[config.mk]
export PLATFORM = sky130hd
export DESIGN_NAME = ps2_packet_framer
export DESIGN_NICKNAME = d
export VERILOG_FILES = /design/src/rtl/ps2_framer_pkg.sv /design/src/rtl/ps2_gap_timer.sv /design/src/rtl/ps2_packet_framer.sv
export SDC_FILE = /design/constraint.sdc
export NUM_CORES = 1
export LEC_CHECK = 0
export ABC_AREA = 1
export CAP_MARGIN = 20
export CORE_ASPECT_RATIO = 0.9
export CORE_UTILIZATION = 55
export CTS_CLUSTER_DIAMETER = 60
export DETAILED_ROUTE_END_ITERATION = 16
export PLACE_DENSITY = 0.79
export SYNTH_ARGS = -nofsm -noshare
export SYNTH_HDL_FRONTEND = slang
export SYNTH_HIERARCHICAL = 1
export SYNTH_SLANG_ARGS = --single-unit
[constraint.sdc]
create_clock -name clk -period 2.1 [get_ports clk]
set_clock_uncertainty 0.05 [all_clocks]
set_input_delay 0.525 -clock clk [delete_from_list [all_inputs] [get_ports clk]]
set_output_delay 0.525 -clock clk [all_outputs]
set_load 0.01 [all_outputs]
[src/rtl/ps2_framer_pkg.sv]
// ps2_framer_pkg: shared state type, byte width and gap-counter sizing
// for the PS/2 packet framer.
package ps2_framer_pkg;
   localparam int BYTE_W = 8;
   typedef enum logic [1:0] {SEARCH, COLLECT, DONE} state_t;
   function automatic int gap_w(input int timeout);
      return (timeout < 1) ? 1 : $clog2(timeout + 1);
   endfunction
endpackage

[src/rtl/ps2_gap_timer.sv]
// ps2_gap_timer: saturating idle-cycle counter for a packet in progress;
// expire flags the idle edge on which the count reaches TIMEOUT.
module ps2_gap_timer
   import ps2_framer_pkg::*;
#(
   parameter int TIMEOUT = 16
) (
   input  logic clk,
   input  logic reset,
   input  logic clr,
   input  logic inc,
   output logic expire
);
   localparam int W = gap_w(TIMEOUT);
   logic [W-1:0] cnt;
   always_ff @(posedge clk or posedge reset) begin
      if (reset) cnt <= '0;
      else if (clr) cnt <= '0;
      else if (inc && cnt != W'(TIMEOUT)) cnt <= cnt + 1'b1;
   end
   // Fires on the edge that would bring the count to TIMEOUT, so the abort lands with it.
   assign expire = inc && (cnt >= W'(TIMEOUT - 1));
endmodule

[src/rtl/ps2_packet_framer.sv]
// ps2_packet_framer: finds a sync-marked start byte in a gapped byte stream,
// collects PKT_BYTES bytes and presents them in parallel, aborting on idle timeout.
module ps2_packet_framer
   import ps2_framer_pkg::*;
#(
   parameter int PKT_BYTES = 3,
   parameter int SYNC_BIT  = 3,
   parameter int TIMEOUT   = 16
) (
   input  logic                          clk,
   input  logic                          reset,
   input  logic [BYTE_W-1:0]             din,
   input  logic                          din_valid,
   output logic                          done,
   output logic [BYTE_W*PKT_BYTES-1:0]   pkt,
   output logic                          err
);
   localparam int IW = $clog2(PKT_BYTES);
   localparam logic [IW-1:0] LAST = IW'(PKT_BYTES - 1);
   state_t state;
   logic [IW-1:0] idx;
   logic [PKT_BYTES-1:0][BYTE_W-1:0] buffer, merged;
   logic expire;
   // Slot 0 lives in the MSBs, so slot n maps to packed element LAST-n.
   always_comb begin
      merged = buffer;
      merged[LAST - idx] = din;
   end
   if (TIMEOUT != 0) begin : g_timer
      ps2_gap_timer #(.TIMEOUT(TIMEOUT)) u_timer (
         .clk    (clk),
         .reset  (reset),
         .clr    (state != COLLECT || din_valid),
         .inc    (state == COLLECT && !din_valid),
         .expire (expire)
      );
   end else begin : g_no_timer
      assign expire = 1'b0;
   end
   always_ff @(posedge clk or posedge reset) begin
      if (reset) begin
         state  <= SEARCH;
         idx    <= '0;
         buffer <= '0;
         pkt    <= '0;
         done   <= 1'b0;
         err    <= 1'b0;
      end else begin
         done <= 1'b0;
         err  <= 1'b0;
         case (state)
            COLLECT: begin
               if (din_valid) begin
                  buffer <= merged;
                  if (idx == LAST) begin
                     pkt   <= merged;
                     done  <= 1'b1;
                     state <= DONE;
                  end else begin
                     idx <= idx + 1'b1;
                  end
               end else if (expire) begin
                  err   <= 1'b1;
                  idx   <= '0;
                  state <= SEARCH;
               end
            end
            default: begin
               if (din_valid && din[SYNC_BIT]) begin
                  buffer[LAST] <= din;
                  idx          <= IW'(1);
                  state        <= COLLECT;
               end else begin
                  idx   <= '0;
                  state <= SEARCH;
               end
            end
         endcase
      end
   end
endmodule

# Word-level counts from Yosys, hierarchy flattened
# Cells that the tools add are included.
# word_totals
reg_bits,59
latch_bits,0
ramBits,0
mem_bits_ro,0
in_bits,11
output_inout_bits,26
wordCells,59
mem_count,0
# op_classes
addsub,3
n_mul,0
div,0
magnitude_cmp,3
eq_ne,8
shifts,0
muxes,22
bitwise_logic,0
n_reduce_logical,14
# op_table
operator,count
24-bit bitwise mux,1
24-bit 2-to-1 mux,1
8-bit 2-to-1 mux,3
8-bit demux with 2-bit select,1
2-bit 2-to-1 mux,7
5-bit 2-to-1 mux,2
2-bit AND reduction,4
1-bit 2-to-1 mux,7
3-bit inequality test (second input constant),2
5-bit by 1-bit adder with 5-bit output (second input constant),1
5-bit by 4-bit greater-or-equal comparator with 1-bit output (second input constant),1
1-bit logical AND,5
5-bit inequality test (second input constant),1
2-bit nonzero test,2
2-bit by 3-bit < comparator with 1-bit output (second input constant),1
3-bit by 2-bit inequality test with 1-bit output (second input constant),1
3-bit AND reduction,1
2-bit by 1-bit adder with 2-bit output (second input constant),1
2-bit by 1-bit equality test with 1-bit output (second input constant),1
2-bit equality test (second input constant),1
2-bit by 1-bit greater-or-equal comparator with 1-bit output (second input constant),1
2-bit by 1-bit inequality test with 1-bit output (second input constant),1
2-bit inequality test (second input constant),1
2-bit subtractor (first input constant),1
2 further kinds,2

# Depth between registers and ports, before layout
# depth
word_depth,8
mapped_depth,11

# Hierarchy
# Netlist, hierarchy kept.
# by_module_without_submodules
mod,n_inst,cells_per_inst,area_per_inst_um2,seq_area_each_um2
ps2_packet_framer,1,326,2547.4,1351.3
ps2_gap_timer,1,45,354.1,125.1

# Least setup slack after synthesis
# OpenSTA, ideal clock, no wires.
# synth_path
path_type,register to register
from,register state[1]
to,register idx[1]
setup_ns,0.127
arrival_ns,1.622
setup_slack_ns,0.301
path_stages_with_launch,10
path_buffers,1
cell_sequence,dfrtp_1 inv_1 nand2_4 buf_2 nor2_1 inv_1 a21oi_1 nor2_1 o21ai_0 o21ai_0
# synth_via
elab_chain_cells,5
elab_cells_between_ends,7
classes_between,3 x eq/ne; 1 x mux; 3 x reduce/logical
# synth_lines
element,line_no,rtl
start: declaration,ps2_packet_framer.sv:20,state_t state;
start signal: assignment,ps2_packet_framer.sv:42,state <= SEARCH;
start signal: assignment,ps2_packet_framer.sv:58,state <= DONE;
start signal: assignment,ps2_packet_framer.sv:65,state <= SEARCH;
2-bit by 1-bit equality test with 1-bit output,ps2_packet_framer.sv:34,".inc (state == COLLECT && !din_valid),"
1-bit logical AND,ps2_packet_framer.sv:34,
1-bit logical AND,ps2_gap_timer.sv:22,assign expire = inc && (cnt >= W'(TIMEOUT - 1));
net expire,ps2_packet_framer.sv:23,logic expire;
3-bit inequality test (no source line),n/a,
2-bit AND reduction (no source line),n/a,
end signal: assignment,ps2_packet_framer.sv:60,idx <= idx + 1'b1;
end: declaration,ps2_packet_framer.sv:21,logic [IW-1:0] idx;
# The timed path passes the listed nets, and every way through them passes these cells.
# A chain may end at the register's enable or synchronous reset.

# Worst setup path after layout
# layout_path
from,register pkt[5]
to,output port pkt[5]
# layout_lines
element,line_no,rtl
start: declaration,ps2_packet_framer.sv:15,"output logic [BYTE_W*PKT_BYTES-1:0] pkt,"
start signal: assignment,ps2_packet_framer.sv:56,pkt <= merged;
# No word-level cell between the ends.

==> reports/metrics.yaml <==
cts-root-buf: "clkbuf_8"
r2r-end: "buffer[22]"
grt_max_degree: 27
rr_worst_depth: 9
endpoint_kind: "output port"
path_max_fanout: 2
p_int_mw: 2.63
cp-start-kind: "register"
drtPass1Iterations: 4
timing.critical_path.buf_inv: 1
fillerInstances: 402
portBuffers: 36
rsz0062_at_grt: "false"
outcome: "finished clean"
synth_fp_nets: 389
postCtsSetupBuffers: 0
r2r-start: "idx[0]"
synth_cells: 371
synth-edff-count: 0
synth_top_area_cell: "dfrtp_1"
cp.required_ns: 1.52
total_power_mw: 4.31
routed_via_density: 5.04
areaGrowthSynthToFinish_pct: 21.2
grt_pass1_vias: 2421
dr.first_iter.drc_count: 138
fp.dieW_um: 78.6
cp_cell_sequence: "clkdlybuf4s50_1"
layout_commonest_cell: "nand2_1"
clk_pin_slew_ns: 0.06
overflow: 0
setup_ws_ns: 0.263
final_cell_area_um2: 3520
wirelength_um: 6160
synth.distinct_cells: 27
hold_path.class: "primary input to async pin"
cpLargestDelayFamily: "buffers and inverters"
mostFrequentLayoutCells: "186 x nand2_1, 59 x dfrtp_1, 36 x clkdlybuf4s50_1"
drive_gt1_share_pct: 9.26
p_clk_share_pct: 19.9
switching_share_pct: 39.0
critPathMaxStageDelay_ns: 0.55
clk_path_buf_depth: 2
fin_crit_sh_pct: 87.5
grt_first_pass_wirelength_um: 10900
ir_worst_vdd_uv: 622
cp_slowest_cell: "clkdlybuf4s50_1"
worstMarginPinSlew_ns: 0.482
drcViolationCount: 0
report.final.slew_viol_count: 0
pwr-share-comb_pct: 40.6
pwr-share-seq_pct: 39.5
arrival_ns: 1.26
path_class: "register to output port"
rrSetupSlack_ns: 0.32
powerDensity_nw_per_um2: 1230
finalSetupTns_ns: 0
vias: 2448
yosys-top-cells-area: "dfrtp_1 51%, nand2_1 24%, o21ai_0 6.0%, inv_1 4.1%, ha_1 3.0%"
grt_antenna_before_repair: 0
finalSetupViolCount: 0
clock_latency_ns: 0.34
max_freq_mhz: 545
rows: 24
pre_cts_ws_ns: 0.214
yosysTopAreaCellShare_pct: 50.9
gr-usage-all-layers_pct: 26.0
wl_per_cell_um: 12.7
cts-htree-levels: 3
cts_buffers: 9
ys_async_sr_fraction_pct: 100
placed_area_um2: 3360
max-cap-violations: 0
synth_area_um2: 2900
cts_hold_buf: 0
die_y_um: 70.9
dieArea_um2: 5570
n_antenna_cell: 0
dp_hpwl_um: 4380
core_um2: 4950
ys_seq_elements: 59
io-pin-count: 37
finalNetCount: 434
cts_tree: "built"
ys_seq_area_share_pct: 50.9
place_congestion: 0.829
ant_nets: 0
syn_area_per_cell_um2: 7.82
cts_sinks: 59
max_slew_margin_pct: 67.9
hold_violations: 0
finalCriticalPeriod_ns: 1.84
synth_top_flop_cell: "dfrtp_1"
initial_core_util_pct: 58.6
switchingPower_mw: 1.68
yosysWarningCount: 6
p_leak_nw: 1.82
cts.repair.resized: 0
## Yosys cell counts, types with 2 or more instances
cell	number
nand2_1	186
buf_2	6
nand2_4	2
dfrtp_1	59
nor2_1	9
nand4_1	4
inv_1	32
ha_1	7
nand3_1	7
o21ai_0	35
o21ai_1	2
a21oi_1	2
nand2_2	3
buf_6	4
## layout make-up
type	instances	area [µm²]	area share, %
flip-flops and latches	59	1480	42.0
well taps	65	81.3	2.31
multi-input cells	265	1200	34.2
clock buffers	10	128	3.63
repair buffers	46	460	13.1
clock inverters	6	32.5	0.925
inverters	35	138	3.91
## worst max-delay path by stage
stage,end,depth (start not counted),slack [ns],startpoint
2_1_floorplan,buffer[0],1,0.21,reset
3_3_place_gp,buffer[8],6,0.25,din_valid
3_5_place_dp,idx[1],7,0.21,din_valid
4_1_cts,pkt[5],1,0.25,pkt[5]
5_1_grt,buffer[22],9,0.13,idx[0]
6_report,pkt[5],1,0.26,pkt[5]
## metrics by stage
step	instances	util [%]	hold WS, ns
after floorplan	371	-	0.254
after global placement	470	67.8	0.403
after detailed placement	470	67.8	0.407
after CTS	486	71.0	0.412
after global routing	486	71.0	0.442
final	486	71.0	0.414
## logic make-up (layout without fill, tap and decap cells)
family | after synthesis | in the layout | share of synthesized area [%]
fa+ha+maj | 7 | 7 | 3.02
flops | 59 | 59 | 50.9
compound gates | 40 | 40 | 6.99
buf+inv | 47 | 97 | 7.72
simple gates | 217 | 217 | 31.1
xor+xnor | 1 | 1 | 0.302
## power by group through the flow
stage,clock [mW],sequential (mW),combinational [mW]
after CTS,0.879,1.70,1.75
after detailed placement,0,1.72,1.74
after global routing,0.929,1.75,2.01
final,0.861,1.70,1.75
after global placement,0,1.71,1.68
after floorplan,0,1.76,1.10
## flip-flops by register name, summed over array words and instances (netlist names)
register and count:
pkt 24, err 1, done 1, state 2, buffer 24, idx 2
g_timer.u_timer/cnt 5
## per-layer routing
metal	GRT usage (%)	up-vias	share of wire (%)
met5	0	-	0
met4	9.67	0	1.1
met3	6.97	9	5.4
met2	41.4	62	47
met1	34.2	1136	46
li1	-	1241	-
Note: power is estimated with default switching activity, not from simulation.
==> patch 1: new RTL, same settings <==
Encoding of `state_t`: now one-hot (3 bits for 3 states).
--- a/src/rtl/ps2_framer_pkg.sv
+++ b/src/rtl/ps2_framer_pkg.sv
@@ -3,5 +3,5 @@
 package ps2_framer_pkg;
    localparam int BYTE_W = 8;
-   typedef enum logic [1:0] {SEARCH, COLLECT, DONE} state_t;
+   typedef enum logic [2:0] {SEARCH = 3'b001, COLLECT = 3'b010, DONE = 3'b100} state_t;
    function automatic int gap_w(input int timeout);
       return (timeout < 1) ? 1 : $clog2(timeout + 1);
Function: same outputs for any inputs over 10 cycles, from zero or initial values and one cycle with reset high; not proved beyond that.
==> patch 1 against the unedited design <==
- the run now ends with design-rule violations left
- sequential cell count rose by 1
- first-iteration DRC count rose by 6.5%
- register-to-register slack improved by 0.07 ns
- synthesized cell count increased by 0.81%
- routed wire length grew 1.0%
- worst setup slack gained 0.022 ns
- count of clock-buffer cells in the layout is 2 higher
- sequential share of layout area is 1.2 points lower
- cell area rose by 4.8%
- area after synthesis rose by 3.4%
Power is not compared: it rests on default switching activity, and its combinational part moved more than twofold at a synthesized area within 25%.
==> patch 1: results (changes against the unedited design) <==
YS warnings: 6 (unchanged)
Non-Filler Instances: 489 (was 486)
Top delay family on crit path: buffers and inverters (unchanged)
R2R Path End: idx[0] (was buffer[22])
Ys flop type: dfrtp_1 (unchanged)
DRC viols: 2 (was 0)
Largest net degree at the start of global routing: 33 (was 27)
Regs by FF count: buffer x24, pkt x24, g_timer.u_timer/cnt x5 (unchanged)
Pre-antenna DRT Iters: 12 (was 4)
Max layer used: met4 (unchanged)
Detailed Route Iter0 Violations: 147 (was 138)
Vias per Instance: 5.037 (about the same)
Failing checks: design-rule violations
Leakage: 1.905 nW
Register area share after synthesis: 50.08% (was 50.88%)
GRT Total Usage: 24.07% (was 26.00%)
VDD IR max: 501.1 uV
Worst Reg-to-Reg Cells: 11 (was 9)
Post-Route WL: 6219 microns (was 6156 microns)
# port buffers: 36 (unchanged)
Cells after DPL: 473 (was 470)
WL met3: 281 microns (was 334 microns)
Outcome: finished, violations left (was finished clean)
Reg2Reg Launch Point: g_timer.u_timer/cnt[0] (was idx[0])
First-pass GRT wire length: 10,440 microns (was 10,900 microns)
Post-Synthesis Cells: 374 (was 371)
CP max-delay cell: clkdlybuf4s50_1 (unchanged)
R2R setup slack: 0.39 ns (was 0.32 ns)
CTS H-tree depth: 3 (unchanged)
Setup Slack @ Placement: 0.05728 ns (was 0.2136 ns)
Worst-path maximum fanout: 2 (unchanged)
Worst setup path endpoint: pkt[23] (was pkt[5])
Antenna violations before repair: 0 (unchanged)
Asr flop ratio synth: 100.0% (unchanged)
Total CTS buffers: 9 (unchanged)
HP Class: input port to asynchronous set/reset pin (unchanged)
Synth cell types: 27 (unchanged)
Clock latency on the worst-skew pair: 0.33 ns
Gpl congestion: 0.8268 (was 0.8285)
Relative slew margins: 64.34% (was 67.86%)
Post-CTS Setup Bufs: 0 (unchanged)
Critical Path Start: pkt[23] (was pkt[5])
# diodes: 0 (unchanged)
Metal-1 WL: 2845 microns (unchanged)
Vias in the first global route: 2,382 (was 2,421)
Commonest cells in the netlist: nand2_1, dfrtp_1, inv_1 (was nand2_1, dfrtp_1, o21ai_0)
Post-DP HPWL: 4290 microns (was 4381 microns)
Nets: 435 (was 434)
Synth area leaders: dfrtp_1, nand2_1, o21ai_0 (unchanged)
Routed wl met2: 3000 microns (was 2911 microns)
Placed inst area: 3452 sq um (was 3357 sq um)
Share of cells above drive strength 1: 12.56% (was 9.264%)
Root Buffer: clkbuf_8 (unchanged)
Crit-path max cell delay: 0.54 ns
Post-Syn Nets: 392 (was 389)
Critical path arrival: 1.24 ns (was 1.26 ns)
Fmax: 551.0 MHz (was 544.5 MHz)
[patch 1: cell count changes after synthesis, moves of 3 or more]
| cell | change |
|---|---|
| nand2_1 | -41 |
| inv_1 | +16 |
| o21ai_2 | +9 |
| nand3_1 | +8 |
| nand2_2 | +5 |
| o21ai_0 | +3 |
[patch 1: worst min-delay path by stage]
stage          startpoint                      to  slack, ns  depth (start not counted)
6_report            reset  g_timer.u_timer/cnt[0]       0.39                          2
5_1_grt             reset  g_timer.u_timer/cnt[0]       0.43                          2
2_1_floorplan       reset  g_timer.u_timer/cnt[0]       0.25                          1
4_1_cts             reset  g_timer.u_timer/cnt[0]       0.38                          2
3_5_place_dp       pkt[7]                  pkt[7]       0.41                          2
3_3_place_gp       pkt[1]                  pkt[1]       0.40                          2
[patch 1: layout make-up]
type / instances / area, sq um
clock buffer: 12 / 165.2
tap: 67 / 83.83
inverter: 52 / 198.9
sequential: 60 / 1503
clock inverter: 4 / 70.07
fill: 421 / 1568
timing repair buffer: 45 / 465.4
multi-input combinational: 249 / 1201
[patch 1: metal layers]
layer / track usage, % / up-vias
li1: - / 1243
met3: 6.164 / 10
met5: 0 / -
met4: 10.71 / 0
met1: 29.45 / 1151
met2: 40.36 / 59
[patch 1: where the power goes]
group / leakage [nW] / switching, mW / internal, mW / total, mW
Clock: 0.122 / 0.444 / 0.761 / 1.21
Combinational: 1.00 / 0.421 / 0.242 / 0.663
Sequential: 0.782 / 0.0822 / 1.38 / 1.46
Total: 1.91 / 0.948 / 2.38 / 3.33
[patch 1: logic make-up after synthesis]
group           synth area share (%)
simple gates                   26.86
compound gates                 9.967
flops                          50.08
fa+ha+maj                      2.919
buf+inv                        9.882
xor+xnor                      0.2920
==> patch 2: new RTL, same flow settings <==
Made on the original files. Change the parameter `PKT_BYTES` from 3 to 5.
--- a/src/rtl/ps2_packet_framer.sv
+++ b/src/rtl/ps2_packet_framer.sv
@@ -4,5 +4,5 @@
    import ps2_framer_pkg::*;
 #(
-   parameter int PKT_BYTES = 3,
+   parameter int PKT_BYTES = 5,
    parameter int SYNC_BIT  = 3,
    parameter int TIMEOUT   = 16
Ports: changed (resized pkt); port bits go from 37 to 53. No check against the original RTL was run, so the function may have changed too.
==> patch 2 against the unedited design <==
- the flow now finishes with violations (design-rule violations)
- hold slack worse by 0.037 ns
- routed wire length up 74%
- sequential cell count up 33
- non-clock buffer count up 25
- cell area up 56%
- area after synthesis up 57%
- worst setup slack worse by 0.098 ns
- total power up 43%
- critical path type is now flip-flop to flip-flop
==> patch 2: results (changes against the unedited design) <==
Outcome: finished, violations left (was finished clean)
Failing checks: design-rule violations
Top delay family on crit path: adder cells (was buffers and inverters)
Regs by FF count: buffer x40, pkt x40, g_timer.u_timer/cnt x5 (was buffer x24, pkt x24, g_timer.u_timer/cnt x5)
Worst Tran Pin Value: 0.4778 ns (was 0.4821 ns)
Post-CTS Setup Bufs: 0 (unchanged)
Setup Slack @ Placement: 0.03819 ns (was 0.2136 ns)
CTS H-tree depth: 3 (unchanged)
Met2 usage: 44.04% (was 41.45%)
Global Route met1 Usage: 35.74% (was 34.19%)
Detailed Route Iter0 Violations: 228 (was 138)
# port buffers: 52 (was 36)
Synth cell types: 22 (was 27)
Antenna violations before repair: 0 (unchanged)
Total CTS buffers: 9 (unchanged)
Leakage: 2.942 nW (was 1.822 nW)
Vias in the first global route: 3,929 (was 2,421)
DRC viols: 8 (was 0)
Worst-path maximum fanout: 12 (was 2)
R2R setup slack: 0.17 ns (was 0.32 ns)
Post-Syn Nets: 605 (was 389)
HP Class: input port to asynchronous set/reset pin (unchanged)
Placed inst area: 5259 sq um (was 3357 sq um)
Nets: 664 (was 434)
Commonest cells in the netlist: nand2_1, nand3_1, dfrtp_1 (was nand2_1, dfrtp_1, o21ai_0)
Clock latency on the worst-skew pair: 0.37 ns (was 0.34 ns)
Asr flop ratio synth: 100.0% (unchanged)
GRT Total Usage: 26.97% (was 26.00%)
Register area share after synthesis: 50.66% (was 50.88%)
Synth area leaders: dfrtp_1, nand2_1, nand3_1 (was dfrtp_1, nand2_1, o21ai_0)
Routed vias: 4,048 (was 2,448)
Post-Route WL: 10,720 microns (was 6156 microns)
Clock tree buffer depth: 2 (unchanged)
Met3 Resource Use GR: 5.924% (was 6.968%)
First-pass GRT wire length: 18,230 microns (was 10,900 microns)
Pre-antenna DRT Iters: 11 (was 4)
Crit-path max cell delay: 0.40 ns (was 0.55 ns)
Post-DP HPWL: 7096 microns (was 4381 microns)
VDD IR max: 651.3 uV (was 621.5 uV)
Critical path arrival: 2.13 ns (was 1.26 ns)
Largest net degree at the start of global routing: 88 (was 27)
Share of cells above drive strength 1: 7.515% (was 9.264%)
Fmax: 517.0 MHz (was 544.5 MHz)
CP max-delay cell: dfrtp_1 (was clkdlybuf4s50_1)
Gpl congestion: 0.7754 (was 0.8285)
Clock Pin Slew Worst Setup and Hold Paths: 0.09 ns (was 0.06 ns)
[patch 2: layout make-up]
type	count	area [sq um]
Clock buffer	12	135.1
Clock inverter	4	73.82
Fill cell	633	2551
Inverter	82	314.1
Multi-Input combinational cell	391	1828
Sequential cell	92	2302
Tap cell	99	123.9
Timing Repair Buffer	71	700.7
[patch 2: worst reg2reg max path, stage by stage (launching register included)]
cell,delay [ns]
dfrtp_1,0.40
inv_1,0.07
ha_1,0.22
ha_4,0.30
nor2_4,0.27
buf_4,0.20
nand3_1,0.10
nand3_1,0.10
o21ai_0,0.09
[patch 2: kinds of logic (layout without fill, tap and decap cells)]
kind of cell    count (synthesis)  count (layout)  share of synthesized area [%]
compound gates                 20              20                          2.203
flops                          92              92                          50.66
xor+xnor                        1               1                         0.1928
fa+ha+maj                       6               6                          1.652
simple gates                  364             364                          35.57
buf+inv                       105             169                          9.719
[patch 2: power breakdown]
group	switching [mW]	internal, mW	leakage, nW
Clock	0.632	0.673	0.105
Sequential	0.235	2.25	1.23
Combinational	1.49	0.901	1.61
Total	2.36	3.83	2.94
[patch 2: worst paths after layout]
kind | from | end | cells after the start
setup / recovery | idx[1] | buffer[15] | 8
hold / removal | reset | g_timer.u_timer/cnt[0] | 2
setup reg to reg | idx[1] | buffer[15] | 8
hold reg to reg | pkt[39] | pkt[39] | 2
max in group asynchronous | reset | pkt[1] | 3
min in group clk | pkt[39] | pkt[39] | 2
[patch 2: routing by layer]
metal  wire, microns  vias up
met5               0        -
met4             178        0
met3             574       21
met2            5135      127
met1            4831     1923
li1                -     1977
[patch 2: per-stage QoR]
stage | cells | hold slack (ns)
after floorplan | 588 | 0.2535
after global placement | 735 | 0.4119
after detailed placement | 735 | 0.4149
after CTS | 751 | 0.3818
after global routing | 751 | 0.4218
final | 751 | 0.3765
[patch 2: timing repair]
| action | CTS | global route |
|---|---|---|
| endpoints found under the setup margin | 0 | 7 |
| resized for setup | 0 | 3 |
| hold buffers | 0 | 0 |
